<file path="src/rtl/burst_initiator.sv">
// Burst initiator: accepts one burst command, drives a seeded beat sequence to a receiver,
// and reports first-beat acknowledge, completion, wait timeouts and early-done protocol errors.
module burst_initiator #(
  parameter int ACK_DELAY = 1,
  parameter int TIMEOUT   = 15
) (
  input  logic        clk,
  input  logic        rst,
  input  logic        cmd_valid,
  output logic        cmd_ready,
  input  logic [3:0]  cmd_length,
  input  logic [1:0]  cmd_mode,
  input  logic [31:0] cmd_seed,
  output logic        start_burst,
  output logic [3:0]  burst_length,
  output logic [1:0]  burst_mode,
  output logic [31:0] data_in,
  output logic        data_valid,
  output logic        first_ack,
  input  logic        first_beat,
  input  logic        burst_done,
  output logic        busy,
  output logic        tx_done,
  output logic [4:0]  beats_sent,
  output logic        timeout_err,
  output logic        proto_err
);

  localparam int              TW       = (TIMEOUT < 2) ? 1 : $clog2(TIMEOUT);
  localparam logic [TW-1:0]   TO_LAST  = TW'(TIMEOUT - 1);
  localparam logic [2:0]      DLY_LAST = 3'(ACK_DELAY - 1);

  typedef enum logic [2:0] {
    IDLE, START, FIRST, WAIT_FB, ACK, STREAM, WAIT_DONE
  } state_t;

  state_t        state_q, state_d;
  logic [TW-1:0] wait_cnt_q, wait_cnt_d;
  logic [2:0]    dly_cnt_q, dly_cnt_d;
  logic          fb_seen_q, fb_seen_d;
  logic [31:0]   seed_q, seed_d;
  logic [4:0]    n_beats;

  logic        ready_d, start_d, dv_d, ack_d, busy_d, txd_d, terr_d, perr_d;
  logic [3:0]  len_d;
  logic [1:0]  mode_d;
  logic [31:0] data_d;
  logic [4:0]  beats_d;

  assign n_beats = (burst_length <= 4'd1) ? 5'd1 : {1'b0, burst_length} + 5'd1;

  // Every output is computed here for the upcoming cycle and then registered,
  // so each pulse lines up with the state it belongs to.
  always_comb begin
    state_d    = state_q;
    wait_cnt_d = wait_cnt_q;
    dly_cnt_d  = dly_cnt_q;
    fb_seen_d  = fb_seen_q;
    seed_d     = seed_q;
    len_d      = burst_length;
    mode_d     = burst_mode;
    data_d     = data_in;
    beats_d    = beats_sent;
    terr_d     = timeout_err;
    perr_d     = proto_err;
    start_d    = 1'b0;
    dv_d       = 1'b0;
    ack_d      = 1'b0;
    txd_d      = 1'b0;

    unique case (state_q)
      IDLE: begin
        if (cmd_valid && cmd_ready) begin
          len_d   = cmd_length;
          mode_d  = cmd_mode;
          seed_d  = cmd_seed;
          terr_d  = 1'b0;
          perr_d  = 1'b0;
          beats_d = 5'd0;
          start_d = 1'b1;
          state_d = START;
        end
      end
      START: begin
        dv_d    = 1'b1;
        data_d  = seed_q;
        beats_d = 5'd1;
        state_d = FIRST;
      end
      FIRST: begin
        wait_cnt_d = '0;
        dly_cnt_d  = 3'd0;
        fb_seen_d  = 1'b0;
        state_d    = WAIT_FB;
      end
      WAIT_FB: begin
        // Once first_beat is seen the timeout stops and only the ack delay runs.
        if (fb_seen_q) begin
          if (dly_cnt_q == DLY_LAST) begin
            ack_d   = 1'b1;
            state_d = ACK;
          end else begin
            dly_cnt_d = dly_cnt_q + 3'd1;
          end
        end else if (first_beat) begin
          if (DLY_LAST == 3'd0) begin
            ack_d   = 1'b1;
            state_d = ACK;
          end else begin
            fb_seen_d = 1'b1;
            dly_cnt_d = 3'd1;
          end
        end else if (wait_cnt_q == TO_LAST) begin
          terr_d  = 1'b1;
          state_d = IDLE;
        end else begin
          wait_cnt_d = wait_cnt_q + 1'b1;
        end
      end
      ACK: begin
        if (n_beats > 5'd1) begin
          dv_d    = 1'b1;
          data_d  = seed_q + 32'd1;
          beats_d = beats_sent + 5'd1;
          state_d = STREAM;
        end else begin
          wait_cnt_d = '0;
          state_d    = WAIT_DONE;
        end
      end
      STREAM: begin
        if (beats_sent == n_beats) begin
          wait_cnt_d = '0;
          state_d    = WAIT_DONE;
        end else begin
          dv_d    = 1'b1;
          data_d  = data_in + 32'd1;
          beats_d = beats_sent + 5'd1;
        end
      end
      WAIT_DONE: begin
        if (burst_done) begin
          txd_d   = 1'b1;
          state_d = IDLE;
        end else if (wait_cnt_q == TO_LAST) begin
          terr_d  = 1'b1;
          state_d = IDLE;
        end else begin
          wait_cnt_d = wait_cnt_q + 1'b1;
        end
      end
      default: state_d = IDLE;
    endcase

    if (burst_done && (state_q inside {START, FIRST, WAIT_FB, ACK, STREAM}))
      perr_d = 1'b1;

    busy_d  = (state_d != IDLE);
    ready_d = (state_d == IDLE);
  end

  always_ff @(posedge clk) begin
    if (rst) begin
      state_q      <= IDLE;
      wait_cnt_q   <= '0;
      dly_cnt_q    <= 3'd0;
      fb_seen_q    <= 1'b0;
      seed_q       <= 32'd0;
      cmd_ready    <= 1'b0;
      start_burst  <= 1'b0;
      burst_length <= 4'd0;
      burst_mode   <= 2'd0;
      data_in      <= 32'd0;
      data_valid   <= 1'b0;
      first_ack    <= 1'b0;
      busy         <= 1'b0;
      tx_done      <= 1'b0;
      beats_sent   <= 5'd0;
      timeout_err  <= 1'b0;
      proto_err    <= 1'b0;
    end else begin
      state_q      <= state_d;
      wait_cnt_q   <= wait_cnt_d;
      dly_cnt_q    <= dly_cnt_d;
      fb_seen_q    <= fb_seen_d;
      seed_q       <= seed_d;
      cmd_ready    <= ready_d;
      start_burst  <= start_d;
      burst_length <= len_d;
      burst_mode   <= mode_d;
      data_in      <= data_d;
      data_valid   <= dv_d;
      first_ack    <= ack_d;
      busy         <= busy_d;
      tx_done      <= txd_d;
      beats_sent   <= beats_d;
      timeout_err  <= terr_d;
      proto_err    <= perr_d;
    end
  end

endmodule
</file>
<file path="config.mk">
export PLATFORM = sky130hd
export DESIGN_NAME = burst_initiator
export DESIGN_NICKNAME = d
export VERILOG_FILES = /design/src/rtl/burst_initiator.sv
export SDC_FILE = /design/constraint.sdc
export NUM_CORES = 1
export LEC_CHECK = 0
export ABC_AREA = 1
export BUFFER_PORTS_ARGS = -buffer_cell sky130_fd_sc_hd__buf_2
export CAP_MARGIN = 25
export CELL_PAD_IN_SITES_DETAIL_PLACEMENT = 0
export CELL_PAD_IN_SITES_GLOBAL_PLACEMENT = 2
export CORE_MARGIN = 2
export CORE_UTILIZATION = 30
export CTS_CLUSTER_SIZE = 28
export DETAILED_ROUTE_END_ITERATION = 7
export GPL_TIMING_DRIVEN = 0
export PLACE_DENSITY_LB_ADDON = 0.1
export SKIP_CTS_REPAIR_TIMING = 1
export SYNTH_ARGS = -nofsm -noshare
export SYNTH_HDL_FRONTEND = slang
export SYNTH_SLANG_ARGS = --single-unit
export TNS_END_PERCENT = 30
</file>
<file path="constraint.sdc">
create_clock -name clk -period 2.7 [get_ports clk]
set_input_delay 0.54 -clock clk [delete_from_list [all_inputs] [get_ports clk]]
set_output_delay 0.54 -clock clk [all_outputs]
set_load 0.05 [all_outputs]
</file>
==> impl_metrics.yaml <==
status:
  status: "completed"
sta:
  fin_skew_ns: 0.007941
  fmax_ghz: 0.4065
  worst_pin_slew_ns: 0.7826
  grt_setup_unrepaired: "no"
  maxSlewHeadroom_pct: 47.82
  fin_crit_sh_pct: 91.12
  setup_viol: 0
  finalHoldViolations: 0
  drv_slew: 0
  period_needed_ns: 2.460
  tns_ns: 0
detailed_routing:
  drtAntennaViolNets: 0
  drc_errors: 0
  via_count: 6167
  post_drt_wl_per_cell_um: 17.61
  vias_per_cell: 4.961
  drt-total-wl_um: 21890
  drtIter0Drc: 308
  firstDrtPassIters: 5
worst_setup_path:
  ff2ff_path_depth: 15
  reg2reg_from: "state_q[0]$_SDFF_PP0_"
  max_stage_delay_ns: 0.30
  worstSetupEndpointType: "register"
  cpLargestDelayFamily: "simple AND/OR/NAND/NOR gates"
  crit_top_cell: "nand2_1"
  timing.rr.end: "data_in[26]$_SDFFE_PP0P_"
  critPathLaunchType: "register"
  cp.arrival_ns: 2.67
  path_max_fanout: 10
  cp.required_ns: 2.91
  crit_chain: "buf_4 -> nand3_4 -> buf_6 -> nand2_1 -> nand2_1 -> ha_2 -> nand2_1 -> nor2_4 -> nand2_1 -> nor2_2 -> nand2_1 -> nand2_1 -> nand3_1 -> nand2_1 -> a21oi_1"
  crit_type: "register to register"
  r2r_slack_ns: 0.24
  critPathBufInv: 2
  cp_slowest_cell: "dfxtp_1"
cells_and_area:
  nets: 1056
  area_growth_pct: 19.43
  stdcell_count: 1243
  n_fill_cell: 2107
  design_area_sq_um: 6759
  seq_area_sq_um: 1883
  drive_gt1_share_pct: 17.44
  final_cell_mix: "nand2_1, nor2_1, buf_2, dfxtp_1, o21ai_0"
  diodes: 0
  fin_util_pct: 36.38
  multiInputGateArea_sq_um: 3313
  layout_commonest_cell: "nand2_1"
yosys:
  synth-simple-area-share_pct: 40.08
  ys_types: 38
  synth.cell_area_sq_um: 5659
  synth_warnings: 0
  synth_edf_count: 0
  ys_ff_latch: 94
  synth_async_sr_flop_share_pct: 0
  synth_top_family_by_area: "simple AND/OR/NAND/NOR gates"
  synth_cells: 900
  synth-compound-area-share_pct: 14.22
  syn_nets: 952
  postSynthAreaPerCell_sq_um: 6.288
  synthAdderAreaFrac_pct: 1.990
  ys.flop_type: "dfxtp_1"
  synth_mux_area_share_pct: 0
  synth-xor-area-share_pct: 2.012
  ys_seq_area_share_pct: 33.25
floorplanning:
  start_util_pct: 30.46
  core_sq_um: 18580
  die_x_um: 141.3
  dieHeight_um: 141.3
  ios: 94
  die_area_sq_um: 19980
  row_count: 50
place:
  dp.cells: 1227
  portBuffers: 93
  place.gp.congestion: 0.9290
  place_area_sq_um: 6417
  dp_hpwl_um: 16940
hold_path:
  hp-start: "cmd_seed[5]"
  min_path_cells: 3
  holdPathEnd: "seed_q[5]$_SDFFE_PP0P_"
  hold_path.class: "primary input to register"
cts:
  numCtsBuffers: 9
  path_clk_slew_ns: 0.07
  clk_path_buf_depth: 2
  clock_latency_ns: 0.36
  cts_tree: "built"
  root_buffer: "clkbuf_16"
  cts_sinks: 94
  htree_num_levels: 3
global_routing:
  grt_antenna_before_repair: 0
  grt_overflow: 0
  grt_usage_pct: 22.19
  grt_pass1_wl_um: 33510
  grt_pass1_vias: 5770
  grt_max_degree: 16
power_and_ir_drop:
  p_leak_nw: 2.851
  vdd_drop_max_uv: 531.0
  power_per_cell_area_nw_per_um2: 819.9
run:
  cap_viol_max_count: 0
## layout make-up
class	instances	share of cell area, %
Buffer	44	3.795
Tap cell	234	4.332
Multi-Input combinational cell	701	49.02
Clock buffer	12	3.943
Inverter	61	3.388
Timing Repair Buffer	93	6.886
Sequential cell	94	27.86
Clock inverter	4	0.7775
## registers in the layout, summed over array words and instances (netlist names)
name / cells
state_q: 3
data_in: 32
burst_length: 4
data_valid: 1
burst_mode: 2
wait_cnt_q: 4
proto_err: 1
start_burst: 1
tx_done: 1
beats_sent: 5
busy: 1
seed_q: 32
timeout_err: 1
first_ack: 1
dly_cnt_q: 3
fb_seen_q: 1
cmd_ready: 1
## metal layers
layer  global-route usage (%)  wire length, um  up-vias
met3                    3.004              743       16
met2                    37.89            10530      126
met4                    5.474              297        0
li1                         -                -     3154
met5                        0                0        -
met1                    29.67            10330     2871
## report_power, final
part           internal [mW]  switching [mW]  total [mW]
Combinational          0.587            1.66        2.25
Sequential              1.66           0.228        1.89
Clock                  0.798           0.599        1.40
Total                   3.05            2.49        5.54
## worst max-delay path by stage
| stage | end | cells past startpoint | from |
|---|---|---|---|
| floorplan | data_in[15]$_SDFFE_PP0P_ | 16 | burst_length[0]$_SDFFE_PP0P_ |
| global placement | data_in[21]$_SDFFE_PP0P_ | 14 | burst_length[0]$_SDFFE_PP0P_ |
| detailed placement | data_in[21]$_SDFFE_PP0P_ | 14 | burst_length[0]$_SDFFE_PP0P_ |
| CTS | data_in[21]$_SDFFE_PP0P_ | 14 | burst_length[0]$_SDFFE_PP0P_ |
| global route | data_in[26]$_SDFFE_PP0P_ | 15 | state_q[1]$_SDFF_PP0_ |
| finish | data_in[26]$_SDFFE_PP0P_ | 15 | state_q[0]$_SDFF_PP0_ |
## Yosys cell counts, types with 2 or more instances
| master | instances | area share [%] |
|---|---|---|
| xor2_1 | 8 | 1.2 |
| nand2_1 | 246 | 16 |
| nand3b_1 | 2 | 0.27 |
| o21ai_0 | 77 | 6.8 |
| ha_1 | 9 | 2.0 |
| buf_1 | 2 | 0.13 |
| nand3_1 | 50 | 4.4 |
| nor2_4 | 2 | 0.40 |
| a211oi_1 | 2 | 0.27 |
| nor2_1 | 142 | 9.4 |
| dfxtp_1 | 94 | 33 |
| nand4_1 | 42 | 4.6 |
| buf_2 | 10 | 0.88 |
| nor3_1 | 4 | 0.35 |
| buf_6 | 5 | 0.99 |
| a21oi_1 | 67 | 5.9 |
| nor2_2 | 17 | 1.9 |
| xnor2_1 | 5 | 0.77 |
| inv_1 | 59 | 3.9 |
| nand2_2 | 13 | 1.4 |
| clkbuf_1 | 18 | 1.2 |
| or2_2 | 2 | 0.22 |
| buf_4 | 9 | 1.2 |
## cell families (layout without fill, tap and decap cells)
group,after synthesis,after routing
AOI/OAI and AO/OA,155,155
and+or+nand+nor,524,524
buffers and inverters,105,214
adders and majority gates,9,9
xor gates and xnor gates,13,13
DFF,94,94
## through the flow
step,setup WS [ns],hold WS (ns),power [mW]
finish,0.2398,0.3986,5.542
floorplan,0.2967,0.4390,3.471
detailed placement,0.02742,0.4614,4.169
CTS,-0.01443,0.3953,5.587
global route,0.01751,0.4130,5.885
global placement,0.03900,0.4557,4.180
## tightest hold or removal path: stages
cell and delay (ns):
buf_2 0.08, nor2_1 0.03, nor2_1 0.08
Note: power is estimated with default switching activity, not from simulation.
